===== config.mk =====
export PLATFORM = sky130hd
export DESIGN_NAME = fifo_uart_tx
export DESIGN_NICKNAME = d
export VERILOG_FILES = /design/src/rtl/uart_pkg.sv /design/src/rtl/uart_baud_counter.sv /design/src/rtl/fifo_uart_tx.sv
export SDC_FILE = /design/constraint.sdc
export NUM_CORES = 1
export LEC_CHECK = 0
export ABC_AREA = 1
export CAP_MARGIN = 20
export CORE_ASPECT_RATIO = 0.8
export CORE_MARGIN = 4
export CORE_UTILIZATION = 54
export CTS_CLUSTER_SIZE = 12
export DETAILED_ROUTE_END_ITERATION = 12
export HOLD_SLACK_MARGIN = 0.08
export PLACE_DENSITY = 0.83
export SYNTH_ARGS = -nofsm -noshare
export SYNTH_HDL_FRONTEND = slang
export SYNTH_SLANG_ARGS = --single-unit

===== constraint.sdc =====
create_clock -name read_clk -period 3.52 [get_ports read_clk]
set_input_delay 0.704 -clock read_clk [delete_from_list [all_inputs] [get_ports read_clk]]
set_output_delay 0.704 -clock read_clk [all_outputs]
set_load 0.01 [all_outputs]

===== src/rtl/uart_pkg.sv =====
// Shared types and constants for the FIFO-fed UART transmitter.
// State literals carry an S_ prefix so they never collide with module parameters.
package uart_pkg;

    typedef enum logic [2:0] {
        S_IDLE    = 3'd0,
        S_POP     = 3'd1,
        S_CAPTURE = 3'd2,
        S_START   = 3'd3,
        S_DATA    = 3'd4,
        S_PARITY  = 3'd5,
        S_STOP    = 3'd6
    } tx_state_e;

    localparam int PAR_NONE = 0;
    localparam int PAR_EVEN = 1;
    localparam int PAR_ODD  = 2;

    localparam logic IDLE_LEVEL = 1'b1;

endpackage


===== src/rtl/uart_baud_counter.sv =====
// Bit-period timer: counts 0..CLKS_PER_BIT-1 and flags the last cycle of each bit.
module uart_baud_counter #(
    parameter int CLKS_PER_BIT = 16
) (
    input  logic read_clk,
    input  logic rst,
    input  logic clear,
    output logic bit_tick
);

    localparam int W = (CLKS_PER_BIT > 1) ? $clog2(CLKS_PER_BIT) : 1;
    localparam logic [W-1:0] LAST = W'(CLKS_PER_BIT - 1);

    logic [W-1:0] r_count;

    always_ff @(posedge read_clk) begin
        if (rst || clear) begin
            r_count <= '0;
        end else if (r_count == LAST) begin
            r_count <= '0;
        end else begin
            r_count <= r_count + W'(1);
        end
    end

    assign bit_tick = (r_count == LAST);

endmodule


===== src/rtl/fifo_uart_tx.sv =====
// Pops bytes from the FIFO read port and serializes them as UART frames.
// tx is registered from the next-state decode so the line changes exactly on state boundaries.
module fifo_uart_tx
    import uart_pkg::*;
#(
    parameter int CLKS_PER_BIT = 16,
    parameter int PARITY       = 0,
    parameter int STOP_BITS    = 1
) (
    input  logic       read_clk,
    input  logic       rst,
    input  logic       tx_enable,
    input  logic       mem_empty,
    input  logic [7:0] read_data,
    output logic       read_en,
    output logic       tx,
    output logic       busy,
    output logic       tx_done,
    output tx_state_e  state
);

    localparam logic LAST_STOP = (STOP_BITS == 2) ? 1'b1 : 1'b0;

    tx_state_e  r_state;
    tx_state_e  w_next;
    logic [7:0] r_shift;
    logic [7:0] w_shift_next;
    logic [2:0] r_bit_cnt;
    logic       r_stop_cnt;
    logic       r_par;
    logic       w_par_next;
    logic       r_tx;
    logic       w_tx_next;
    logic       w_tick;
    logic       w_clear;
    logic       w_last_stop;

    assign w_clear = (r_state == S_IDLE) || (r_state == S_CAPTURE);

    uart_baud_counter #(
        .CLKS_PER_BIT(CLKS_PER_BIT)
    ) u_baud (
        .read_clk (read_clk),
        .rst      (rst),
        .clear    (w_clear),
        .bit_tick (w_tick)
    );

    always_comb begin
        w_next       = r_state;
        w_shift_next = r_shift;
        w_par_next   = r_par;
        w_last_stop  = (r_stop_cnt == LAST_STOP);
        case (r_state)
            S_IDLE:    if (tx_enable && !mem_empty) w_next = S_POP;
            S_POP:     w_next = S_CAPTURE;
            S_CAPTURE: begin
                w_shift_next = read_data;
                w_par_next   = 1'b0;
                w_next       = S_START;
            end
            S_START:   if (w_tick) w_next = S_DATA;
            S_DATA: begin
                if (w_tick) begin
                    w_shift_next = {1'b0, r_shift[7:1]};
                    w_par_next   = r_par ^ r_shift[0];
                    if (r_bit_cnt == 3'd7) begin
                        w_next = (PARITY != PAR_NONE) ? S_PARITY : S_STOP;
                    end
                end
            end
            S_PARITY:  if (w_tick) w_next = S_STOP;
            S_STOP:    if (w_tick && w_last_stop) w_next = S_IDLE;
            default:   w_next = S_IDLE;
        endcase

        // The parity accumulator already includes bit 7 when PARITY is entered.
        w_tx_next = IDLE_LEVEL;
        case (w_next)
            S_START:  w_tx_next = 1'b0;
            S_DATA:   w_tx_next = w_shift_next[0];
            S_PARITY: w_tx_next = (PARITY == PAR_ODD) ? ~w_par_next : w_par_next;
            default:  w_tx_next = IDLE_LEVEL;
        endcase
    end

    always_ff @(posedge read_clk) begin
        if (rst) begin
            r_state    <= S_IDLE;
            r_shift    <= '0;
            r_bit_cnt  <= '0;
            r_stop_cnt <= 1'b0;
            r_par      <= 1'b0;
            r_tx       <= IDLE_LEVEL;
        end else begin
            r_state <= w_next;
            r_shift <= w_shift_next;
            r_par   <= w_par_next;
            r_tx    <= w_tx_next;

            if (r_state != S_DATA && w_next == S_DATA) begin
                r_bit_cnt <= '0;
            end else if (r_state == S_DATA && w_tick) begin
                r_bit_cnt <= r_bit_cnt + 3'd1;
            end

            if (r_state != S_STOP && w_next == S_STOP) begin
                r_stop_cnt <= 1'b0;
            end else if (r_state == S_STOP && w_tick) begin
                r_stop_cnt <= ~r_stop_cnt;
            end
        end
    end

    assign read_en = (r_state == S_POP);
    assign busy    = (r_state != S_IDLE);
    assign tx_done = (r_state == S_STOP) && w_tick && w_last_stop;
    assign tx      = r_tx;
    assign state   = r_state;

endmodule

==> metrics.md <==
| Metric | Value |
|---|---|
| Status | `complete, no violations` |
| Clock Power Share | `about 25%` |
| Post-Syn Nets | `160` |
| Most frequent cells in the layout | `43 x nand2_1, 21 x dfxtp_1, 18 x clkdlybuf4s50_1, 17 x nor2_1, 15 x inv_1` |
| Total number of vias | `984` |
| Clock sink total | `21` |
| Post-cts gate resize count | `0` |
| Mapped Area | `slightly above 1000 µm²` |
| Comb pwr share | `18.5%` |
| PwrDens | `between 300 and 400 nW/µm²` |
| Min-delay worst type | `reg -> reg` |
| Total grt overflow | `0` |
| Io pins | `19` |
| Clk buf depth | `2` |
| Main combinational cell family by area after synthesis | `simple AND/OR/NAND/NOR gates` |
| Net switching power | `~130 µW` |
| Seq/Total Area, Yosys | `about 40%` |
| Die footprint | `about 2700 µm²` |
| MaxCap Viol Count | `0` |
| Mux share of post-synthesis cell area | `0%` |
| Max Fclk | `approximately 0.37 GHz` |
| Post-synthesis xor/xnor area fraction | `0.853%` |
| Unique masters post-synth | `21` |
| Mapped Cells | `145` |
| Worst-margin pin slew | `0.419 ns` |
| Final Util | `roughly 72%` |
| Final instance area | `1230 µm²` |
| Total power | `around 460 µW` |
| Area Overhead vs Synth | `20.2%` |
| Critical Path Source Type | `flop` |
| Crit-path max FO | `7` |
| DRT iter0 DRCs | `between 50 and 60` |
| RSZ-0062 raised after global routing | `false` |
| VDD IR max | `around 290 µV` |
| Detailed Route WL | `2.09 mm` |
| Sequential power share | `between 50% and 60%` |
| Internal Power | `roughly 330 µW` |
| Final Skew | `0.00293 ns` |
| Most common cell after layout, fill and taps aside | `nand2_1` |
| Ys Warns | `0` |
| CTS hold repair buffers | `0` |
| Crit Path Class | `reg -> out` |
| Placer Congestion | `a little under 0.9` |
| CTS buffer count | `3` |
| Slew Limit Fails | `0` |
| TritonRoute pass-1 iters | `5` |
| Core region area | `between 1500 and 2000 µm²` |
| Die Width | `~57 µm` |
| Drt wl/cell | `roughly 11 µm` |
| Synth top area cells | `dfxtp_1 41%, nand2_1 16%, nor2_1 6.2%, inv_1 5.5%, nand3_1 5.4%` |
| Tot GR Track Use | `about 17%` |
| Reg2Reg Depth | `8` |
| Row count | `13` |
| Max-slew headroom | `72.0%` |
| Ant diodes | `0` |
| Post-synthesis adder-cell area fraction | `under 10%` |
| Initial antenna violation count | `0` |
| Antenna Nets Post-Route | `0` |
| Clock Latency Late Sink | `approximately 0.31 ns` |
| Synth Area in Compound Gates | `a little over a tenth` |
| Leakage | `about 0.48 nW` |
| NumNets Final | `180` |
| Fin cells | `roughly 190` |
| Tcrit/Tclk final | `about three quarters` |
| Placed insts | `~180` |
| Post-synthesis simple-gate area fraction | `35.3%` |
| Critical Path Sink Type | `output pin` |
| Async SR Flop Fraction | `0%` |
| Final hold violation count | `0` |
| TritonCTS clock tree | `yes` |
| Top cell type's share of synthesized area | `roughly two fifths` |
| Vias per Instance | `~5.3` |
| #FFs+latches synth | `21` |
| Clock period minus worst slack | `between 2 and 3 ns` |
| PortBufs | `18` |
| Area leader, netlist | `dfxtp_1` |
| Pre-CTS setup slack | `1.19 ns` |
| Setup bufs post-CTS | `0` |
| Crit path DAT | `about 2.0 ns` |
| Vias in the first global route | `851` |
| WHS Path Cells | `1` |
| EDFF count, synth | `0` |
| Layout cells sized above 1 | `about 6.1%` |
| Hold_ws | `roughly 0.45 ns` |
| First-pass GRT wire length | `3.48 mm` |
| CP Data Required Time | `roughly 2.8 ns` |
| # H-tree levels | `1` |
| Die Y | `47.0 µm` |
| Placed cell areas | `~1200 µm²` |
| Setup WS post-layout | `0.846 ns` |
| CTS clock-pin slew for the worst setup and hold paths | `about 0.11 ns` |
| HPWL reported at the end of detailed placement | `about 1.6 mm` |
| DR DRC count | `0` |
| Post-Syn Area per Cell | `about 7 µm²` |
| Top FF cell, synth | `dfxtp_1` |
| Sw Ratio | `between 20% and 30%` |
| Clk Tree Root Cell | `clkbuf_4` |
| Pin count of the biggest net entering global routing | `13` |
| # setup viols final | `0` |
| Setup TNS | `0 ns` |
| Starting Density | `between 60% and 70%` |
layer usage:
layer | part of all wire (%) | wire length (µm) | track usage (%)
met2 | 46 | 956 | 29.5
met4 | 0.86 | 18 | 7.87
met1 | 43 | 890 | 20.7
met5 | 0 | 0 | 0
met3 | 11 | 221 | 6.04
cells in the mapped netlist, drive strengths merged (2+ instances only):
library cell  instances
nand2                45
dfxtp                21
nor2                 21
inv                  16
nand3                11
a21oi                10
a31oi                 5
ha                    3
a22oi                 2
buf                   2
nand4                 2
nor3                  2
worst max-delay path, stage by stage (launching register included):
cell,delay (ns)
dfxtp_1,0.37
ha_1,0.19
nand2_1,0.11
nor2_4,0.17
nand2_1,0.12
nor2_1,0.16
clkdlybuf4s50_1,0.55
logic make-up after synthesis:
group	count (synthesis)
fa+ha+maj	3
xor+xnor	1
flops	21
compound gates	19
buf+inv	19
simple gates	82
cell type report:
cell class	count	area, µm²
inverter	16	62.6
sequential	21	420
tap	22	27.5
multi-input combinational	105	518
clock buffer	4	26.3
timing repair buffer	18	180
fill	151	473
power groups by stage:
stage	Clock [mW]	Sequential (mW)	Combinational (mW)
after floorplan	0	0.263	0.0517
after global placement	0	0.265	0.0836
after detailed placement	0	0.265	0.0852
after CTS	0.122	0.259	0.0857
after global routing	0.137	0.262	0.0952
final	0.117	0.260	0.0856
flip-flops by register name, indices dropped and copies added, names as in the netlist:
signal          flops
u_baud.r_count      4
r_stop_cnt          1
r_par               1
r_bit_cnt           3
tx                  1
r_shift             8
state               3
final timing paths:
| path | startpoint | end | slack (ns) |
|---|---|---|---|
| min reg2reg | u_baud.r_count[0]$_SDFF_PP0_ | u_baud.r_count[0]$_SDFF_PP0_ | 0.45 |
| max reg2reg | u_baud.r_count[0]$_SDFF_PP0_ | tx$_SDFF_PP1_ | 1.89 |
| min | u_baud.r_count[0]$_SDFF_PP0_ | u_baud.r_count[0]$_SDFF_PP0_ | 0.45 |
| max | u_baud.r_count[0]$_SDFF_PP0_ | tx_done | 0.85 |
(Power assumes the default switching activity.)
